[src/rtl/serializer_pkg.sv]
// Shared types and constants for the byte serializer and its interface.
package serializer_pkg;

    // Default byte width; matches the upstream queue data width.
    localparam int unsigned DATA_WIDTH_DEFAULT = 8;

    // Width of the queue occupancy bus.
    localparam int unsigned LEN_WIDTH = 8;

    // Width of the transmitted-byte counter.
    localparam int unsigned COUNT_WIDTH = 16;

    typedef enum logic [1:0] {
        IDLE  = 2'd0,
        LOAD  = 2'd1,
        SHIFT = 2'd2
    } state_t;

endpackage

[src/rtl/byte_serializer_if.sv]
// Queue-side and serial-side signal bundle for the byte serializer.
// The slave modport is the serializer's view; master is the environment's view.
interface byte_serializer_if #(
    parameter int unsigned DATA_WIDTH = serializer_pkg::DATA_WIDTH_DEFAULT
);
    import serializer_pkg::*;

    // Queue side
    logic                   enable_in;
    logic [LEN_WIDTH-1:0]   len_in;
    logic [DATA_WIDTH-1:0]  data_in;
    logic                   dequeue_out;

    // Serial side
    logic                   serial_ready_in;
    logic                   serial_out;
    logic                   valid_out;
    logic                   last_out;

    // Status
    logic                   busy_out;
    logic [COUNT_WIDTH-1:0] byte_count_out;

    modport slave (
        input  enable_in,
        input  len_in,
        input  data_in,
        input  serial_ready_in,
        output dequeue_out,
        output serial_out,
        output valid_out,
        output last_out,
        output busy_out,
        output byte_count_out
    );

    modport master (
        output enable_in,
        output len_in,
        output data_in,
        output serial_ready_in,
        input  dequeue_out,
        input  serial_out,
        input  valid_out,
        input  last_out,
        input  busy_out,
        input  byte_count_out
    );

endinterface

[src/rtl/byte_serializer.sv]
// Byte serializer: pulls bytes from a queue head and shifts them out one bit
// per accepted cycle with a valid/ready handshake. Every output is decoded
// from registered state, so reset clears them asynchronously and data_in never
// reaches serial_out combinationally.
module byte_serializer
    import serializer_pkg::*;
#(
    parameter int unsigned DATA_WIDTH = DATA_WIDTH_DEFAULT,
    parameter bit          MSB_FIRST  = 1'b0
) (
    input  logic             clock_1MHz,
    input  logic             reset,
    byte_serializer_if.slave bus
);

    localparam int unsigned          CNT_WIDTH = $clog2(DATA_WIDTH);
    localparam logic [CNT_WIDTH-1:0] LAST_BIT  = CNT_WIDTH'(DATA_WIDTH - 1);

    state_t                 r_state;
    state_t                 w_state_next;
    logic [DATA_WIDTH-1:0]  r_shift;
    logic [CNT_WIDTH-1:0]   r_bit_cnt;
    logic [COUNT_WIDTH-1:0] r_byte_count;
    logic                   r_armed;

    logic                   w_fetch;
    logic                   w_accept;
    logic                   w_last;
    logic                   w_valid;

    // A byte is available and fetching is permitted.
    assign w_fetch  = bus.enable_in && (bus.len_in != '0);
    assign w_valid  = (r_state == SHIFT);
    assign w_accept = w_valid && bus.serial_ready_in;
    assign w_last   = (r_bit_cnt == LAST_BIT);

    // Held low for the first edge after reset release so the earliest LOAD
    // lands on the second edge.
    always_ff @(posedge clock_1MHz or posedge reset) begin
        if (reset) begin
            r_armed <= 1'b0;
        end else begin
            r_armed <= 1'b1;
        end
    end

    // State register.
    always_ff @(posedge clock_1MHz or posedge reset) begin
        if (reset) begin
            r_state <= IDLE;
        end else begin
            r_state <= w_state_next;
        end
    end

    // Next-state logic; enable_in only gates fetching, never aborts a byte.
    always_comb begin
        w_state_next = r_state;
        unique case (r_state)
            IDLE: begin
                if (w_fetch && r_armed) begin
                    w_state_next = LOAD;
                end
            end
            LOAD: begin
                w_state_next = SHIFT;
            end
            SHIFT: begin
                if (w_accept && w_last) begin
                    w_state_next = w_fetch ? LOAD : IDLE;
                end
            end
            default: begin
                w_state_next = IDLE;
            end
        endcase
    end

    // Shift register and bit counter: capture in LOAD, advance on accept.
    always_ff @(posedge clock_1MHz or posedge reset) begin
        if (reset) begin
            r_shift   <= '0;
            r_bit_cnt <= '0;
        end else if (r_state == LOAD) begin
            r_shift   <= bus.data_in;
            r_bit_cnt <= '0;
        end else if (w_accept) begin
            r_shift   <= MSB_FIRST ? {r_shift[DATA_WIDTH-2:0], 1'b0}
                                   : {1'b0, r_shift[DATA_WIDTH-1:1]};
            r_bit_cnt <= r_bit_cnt + CNT_WIDTH'(1);
        end
    end

    // Completed-byte counter; wraps naturally at its width.
    always_ff @(posedge clock_1MHz or posedge reset) begin
        if (reset) begin
            r_byte_count <= '0;
        end else if (w_accept && w_last) begin
            r_byte_count <= r_byte_count + COUNT_WIDTH'(1);
        end
    end

    assign bus.dequeue_out    = (r_state == LOAD);
    assign bus.busy_out       = (r_state != IDLE);
    assign bus.valid_out      = w_valid;
    assign bus.last_out       = w_valid && w_last;
    assign bus.serial_out     = w_valid && (MSB_FIRST ? r_shift[DATA_WIDTH-1] : r_shift[0]);
    assign bus.byte_count_out = r_byte_count;

endmodule

[src/flat_wrapper.sv]
// flat-port wrapper written by rule: the top's interface ports become plain ports
module byte_serializer_flat import serializer_pkg::*;
#(
    parameter int unsigned DATA_WIDTH = DATA_WIDTH_DEFAULT,
    parameter bit          MSB_FIRST  = 1'b0
)
  (clock_1MHz, reset, bus_enable_in, bus_len_in, bus_data_in, bus_serial_ready_in, bus_dequeue_out, bus_serial_out, bus_valid_out, bus_last_out, bus_busy_out, bus_byte_count_out);
  byte_serializer_if #(.DATA_WIDTH(DATA_WIDTH)) bus_i ();
  input  logic clock_1MHz;
  input  logic reset;
  input wire logic [$bits(bus_i.enable_in)-1:0] bus_enable_in;
  input wire logic [$bits(bus_i.len_in)-1:0] bus_len_in;
  input wire logic [$bits(bus_i.data_in)-1:0] bus_data_in;
  input wire logic [$bits(bus_i.serial_ready_in)-1:0] bus_serial_ready_in;
  output wire logic [$bits(bus_i.dequeue_out)-1:0] bus_dequeue_out;
  output wire logic [$bits(bus_i.serial_out)-1:0] bus_serial_out;
  output wire logic [$bits(bus_i.valid_out)-1:0] bus_valid_out;
  output wire logic [$bits(bus_i.last_out)-1:0] bus_last_out;
  output wire logic [$bits(bus_i.busy_out)-1:0] bus_busy_out;
  output wire logic [$bits(bus_i.byte_count_out)-1:0] bus_byte_count_out;
  assign bus_i.enable_in = bus_enable_in;
  assign bus_i.len_in = bus_len_in;
  assign bus_i.data_in = bus_data_in;
  assign bus_i.serial_ready_in = bus_serial_ready_in;
  assign bus_dequeue_out = bus_i.dequeue_out;
  assign bus_serial_out = bus_i.serial_out;
  assign bus_valid_out = bus_i.valid_out;
  assign bus_last_out = bus_i.last_out;
  assign bus_busy_out = bus_i.busy_out;
  assign bus_byte_count_out = bus_i.byte_count_out;
  byte_serializer #(.DATA_WIDTH(DATA_WIDTH), .MSB_FIRST(MSB_FIRST)) u_core (.clock_1MHz(clock_1MHz), .reset(reset), .bus(bus_i));
endmodule
[config.mk]
export PLATFORM = sky130hd
export DESIGN_NAME = byte_serializer_flat
export DESIGN_NICKNAME = d
export VERILOG_FILES = /design/src/rtl/serializer_pkg.sv /design/src/rtl/byte_serializer_if.sv /design/src/rtl/byte_serializer.sv /design/src/flat_wrapper.sv
export SDC_FILE = /design/constraint.sdc
export NUM_CORES = 1
export LEC_CHECK = 0
export CELL_PAD_IN_SITES_DETAIL_PLACEMENT = 0
export CELL_PAD_IN_SITES_GLOBAL_PLACEMENT = 2
export CORE_UTILIZATION = 34
export CTS_BUF_LIST = sky130_fd_sc_hd__clkbuf_16
export DETAILED_ROUTE_END_ITERATION = 12
export DONT_BUFFER_PORTS = 1
export PLACE_DENSITY = 0.79
export RECOVER_POWER = 25
export SLEW_MARGIN = 40
export SYNTH_ARGS = -nofsm -noshare
export SYNTH_HDL_FRONTEND = slang
export SYNTH_SLANG_ARGS = --single-unit
[constraint.sdc]
create_clock -name clock_1MHz -period 1.6 [get_ports clock_1MHz]
set_input_delay 0.24 -clock clock_1MHz [delete_from_list [all_inputs] [get_ports clock_1MHz]]
set_output_delay 0.24 -clock clock_1MHz [all_outputs]
set_load 0.02 [all_outputs]
# Yosys cells after proc, flatten, opt, wreduce, memory -nomap -nowiden
# Cells that the tools add are included.
# totals
in_bits	20
regBits	30
out_inout_bits	21
wordCells	31
# op_classes
reduce_logical	11
add_sub_neg	2
n_eq_ne	5
n_mux	8
# ops
cell	count
$add 16x1->16 const B	1
$mux 8	2
$reduce_bool 8->1	1
$logic_and 1x1->1	6
$mux 3	2
$pmux 2 s3	1
$mux 2	2
$reduce_bool 2->1	2
$add 3x1->3 const B	1
$eq 3x3->1 const B	1
$eq 2x1->1 const B	1
$eq 2x2->1 const B	1
$logic_not 2->1	1
$ne 2x1->1 const B	1
$ne 2x2->1 const B	1
$reduce_and 2->1	1
$mux 1	1

# Longest topological paths before layout
# logic_depth
depth_word	5
mapped_depth	7
ltp_nobuf	6

# Worst setup path after synthesis
# No wires, ideal clock.
# synth_timing
path_kind	register to register
startpoint	register u_core.r_bit_cnt[0]
endpoint	register u_core.r_byte_count[15], in the netlist u_core.bus.byte_count_out[15]
slack_ns	-0.115
stages_incl_launch_ff	8
required_time_ns	1.521
t_arrival_ns	1.635
setup_time_ns	0.079
path_buffers	1
synth_period_minus_slack_ns	1.715
cell_sequence	dfrtp_1 -> ha_1 -> ha_1 -> nand4b_4 -> or2_1 -> buf_6 -> nor4_4 -> xor2_1
# synth_between
elab_chain_cells	2
# synth_rtl
item	line	source
from (decl)	byte_serializer.sv:22	logic [CNT_WIDTH-1:0] r_bit_cnt;
from (signal assigned)	byte_serializer.sv:90	r_bit_cnt <= r_bit_cnt + CNT_WIDTH'(1);
$eq 3x3->1	byte_serializer.sv:35	assign w_last = (r_bit_cnt == LAST_BIT);
$logic_and 1x1->1	byte_serializer.sv:98	end else if (w_accept && w_last) begin
to (signal assigned)	byte_serializer.sv:99	r_byte_count <= r_byte_count + COUNT_WIDTH'(1);
to (decl)	byte_serializer.sv:23	logic [COUNT_WIDTH-1:0] r_byte_count;
# No other way between the ends.
# A chain may end at the register's enable or synchronous reset.

# Worst setup path in the final report
# layout_timing
startpoint	register u_core.r_bit_cnt[1]
endpoint	output bus_last_out
# layout_between
elab_chain_cells	2
# layout_rtl
item	line	source
$eq 3x3->1	byte_serializer.sv:35	
$logic_and 1x1->1	byte_serializer.sv:106	assign bus.last_out = w_valid && w_last;
to (decl)	flat_wrapper.sv:18	output wire logic [$bits(bus_i.last_out)-1:0] bus_last_out;
# No other way between the ends.

==> results.tsv <==
metric	value	unit
routed vias	1126	
largest cells by area after synthesis	dfrtp_1, mux2i_1, xnor2_1	
flop-to-flop setup slack	40	ps
r2r endpoint	u_core.bus.byte_count_out[14]$_DFFE_PP0P_	
First-pass DRT Iterations	4	
Layout Utilization	45.8	%
footprint of the multi-input gates	785	µm²
post-route minimum period	1580	ps
Hold Slack	125	ps
die height	69.1	µm
Critical Path Sink	bus_last_out	
Finish-stage setup viols	0	
Cells after DPL	214	
global route overflow	0	
Worst R2R Path Depth	6	
final std cells w/o fill	224	
switch share	31.2	%
CP Capture Type	primary output	
Tcrit/Tclk final	98.7	%
Fill cells	418	
Overall Global Routing Usage	13.3	%
register area share after synthesis	49.1	%
maximum number of pins on one net before global-route repair	31	
VDD IR-drop max	0.000702	V
Post-Route WL	3.06	mm
Core Area	4320	µm²
relative slew slack	49.1	%
number of max-cap violations	0	
IO Pins	41	
CTS buffer count	5	
RSZ-0062 raised after global routing	yes	
CP required	1360	ps
Area growth, synth to finish	29.6	%
DRC viols	0	
outcome	complete, no violations	
Worst-path clk slew	50	ps
final-report max-slew violation count	0	
Final HPWL DP	2.24	mm
Die Width	69.1	µm
CTS root buf	clkbuf_16	
clk_lat worst skew	260	ps
die footprint	4770	µm²
Buffers on Ports	0	
synth warn	0	
starting density of the core	35.4	%
internal power	0.00186	W
first-pass GRT wire length	5.09	mm
vias per cell	5.03	
Post-Synthesis Cells	142	
Layout Nets	196	
proportion of layout cells with a drive suffix above 1	28.5	%
RePlAce Congestion	0.756	
Routed Antenna Nets	0	
ANT cells	0	
CP startpoint	u_core.r_bit_cnt[1]$_DFFE_PP0P_	
H-tree depth	2	
final hold vios	0	
Area after DPL	1770	µm²
vias in the first global route	1044	
Sw Pwr	0.000842	W
FF/Latch Area	752	µm²
area share of the largest cell type after synthesis	49.1	%
Comb pwr share	30.2	%
Clock Skew	1.29	ps
number of synthesized register bits	30	
Clock Power Share	30.7	%
mean routed wirelength per cell	13.7	µm
# rows	24	
Clock Path Buffers	2	
Max Clk Rate	633	MHz
Hold WC Path Type	input port to register	
Synth Cell Area	1530	µm²
Worst-Margin Slew	764	ps
initial antenna violation count	0	
synthesized area per cell	10.8	µm²
Power Density	1360	nW/µm²
largest area contributor in the netlist	dfrtp_1	
CP Class	register to primary output	
Final Cell Area	1980	µm²
Distinct cells, synth	32	
worst r2r src	u_core.r_bit_cnt[1]$_DFFE_PP0P_	
Leak	0.975	nW
TritonCTS Sinks	30	
Initial DRC Count	47	
startpoint types	register	
largest fanout on the critical path	3	
Arr. time, crit path	1340	ps
Syn Nets	165	
CTS tree	done	
Sequential Power Share	39.1	%
## critical path, stage by stage (launching register included)
cell and delay (ps):
dfrtp_1 390, ha_2 210, ha_4 170, and2_1 150, buf_4 160
## final cells by class
class / count / area share, %
Inverter: 4 / 0.758
Clock inverter: 1 / 0.189
Timing Repair Buffer: 31 / 11.9
Clock buffer: 5 / 6.31
Tap cell: 52 / 3.28
Multi-Input combinational cell: 101 / 39.6
Sequential cell: 30 / 37.9
## power by group through the flow
stage                     registers (W)  clock network [W]  logic (W)
after floorplan                 0.00104                  0   0.000618
after global placement          0.00106                  0   0.000786
after detailed placement        0.00106                  0   0.000807
after CTS                       0.00105           0.000855   0.000818
after global routing            0.00108           0.000893   0.000920
final                           0.00106           0.000827   0.000815
## stage by stage
stage,worst slack [ps],setup TNS (ps),power (W)
final,21.2,0,0.00270
after global routing,-59.6,-184,0.00289
after CTS,1.72,0,0.00273
after detailed placement,-62.4,-81.0,0.00187
after global placement,38.1,0,0.00184
after floorplan,-0.143,-0.143,0.00166
## state kept, by name, indices dropped and copies added, names as in the netlist
register,count
u_core.bus.byte_count_out,16
u_core.r_shift,8
u_core.r_bit_cnt,3
u_core.r_state,2
u_core.r_armed,1
## cell families (layout without fill, tap and decap cells)
logic type,Yosys count,after routing,share of synthesized area (%)
and+or+nand+nor,50,50,21.2
buffers and inverters,11,41,3.52
DFF,30,30,49.1
AOI/OAI and AO/OA,23,23,8.92
muxes,9,9,5.97
xor gates and xnor gates,15,15,8.59
other,1,1,0.245
adders and majority gates,3,3,2.46
## Yosys cell counts
library cell	number
a211oi_1	7
xnor2_1	9
inv_1	4
nor2_1	4
nor4_4	1
clkbuf_1	4
o21ai_0	4
nor4_2	1
nor2b_1	11
a21oi_1	9
mux2i_1	8
o22ai_1	1
nand4b_4	1
mux2_2	1
and2_1	3
nand4_2	1
nand2_1	8
nand3_1	8
buf_6	1
nand4_1	5
xor2_1	6
buf_4	1
nor4_1	1
or4_1	2
conb_1	1
nor3_2	1
buf_2	1
ha_1	3
a31oi_1	2
or2_1	1
nand2b_1	2
dfrtp_1	30
## worst min path at each step
stage,end,start,depth (start not counted)
final,u_core.r_state[0]$_DFFE_PP0P_,bus_enable_in,2
after global routing,u_core.r_state[0]$_DFFE_PP0P_,bus_enable_in,2
after CTS,u_core.r_state[0]$_DFFE_PP0P_,bus_enable_in,2
after detailed placement,u_core.bus.byte_count_out[4]$_DFFE_PP0P_,reset,2
after global placement,u_core.bus.byte_count_out[4]$_DFFE_PP0P_,reset,2
after floorplan,u_core.bus.byte_count_out[0]$_DFFE_PP0P_,reset,1
## repair_timing
item / CTS / global route
setup endpoints to repair: 4 / 10
hold endpoints to repair: 30 / 0
hold buffers: 1 / 0
gates cloned: 0 / 0
setup buffers: 0 / 3
resized for setup: 4 / 7
pin swaps: 0 / 7
## cells in the final DEF (no fill, tap or decap), types with 2 or more instances in the layout
cell type,count
a211oi_1,7
a21oi_1,9
a31oi_1,2
and2_1,3
buf_4,28
clkbuf_16,5
dfrtp_1,29
inv_1,4
mux2i_1,8
nand2_1,8
nand2b_1,2
nand3_1,8
nand4_1,5
nor2_1,2
nor2b_1,10
nor4_4,3
o21ai_0,4
or4_1,2
xnor2_1,9
xor2_1,6
## layer usage
metal  share of wire (%)  GRT usage, %
met2                  52          21.8
met1                  41          16.3
met3                 5.6          5.26
met5                   0             0
met4                0.82          3.40
Power figures use the tool's default switching activity.
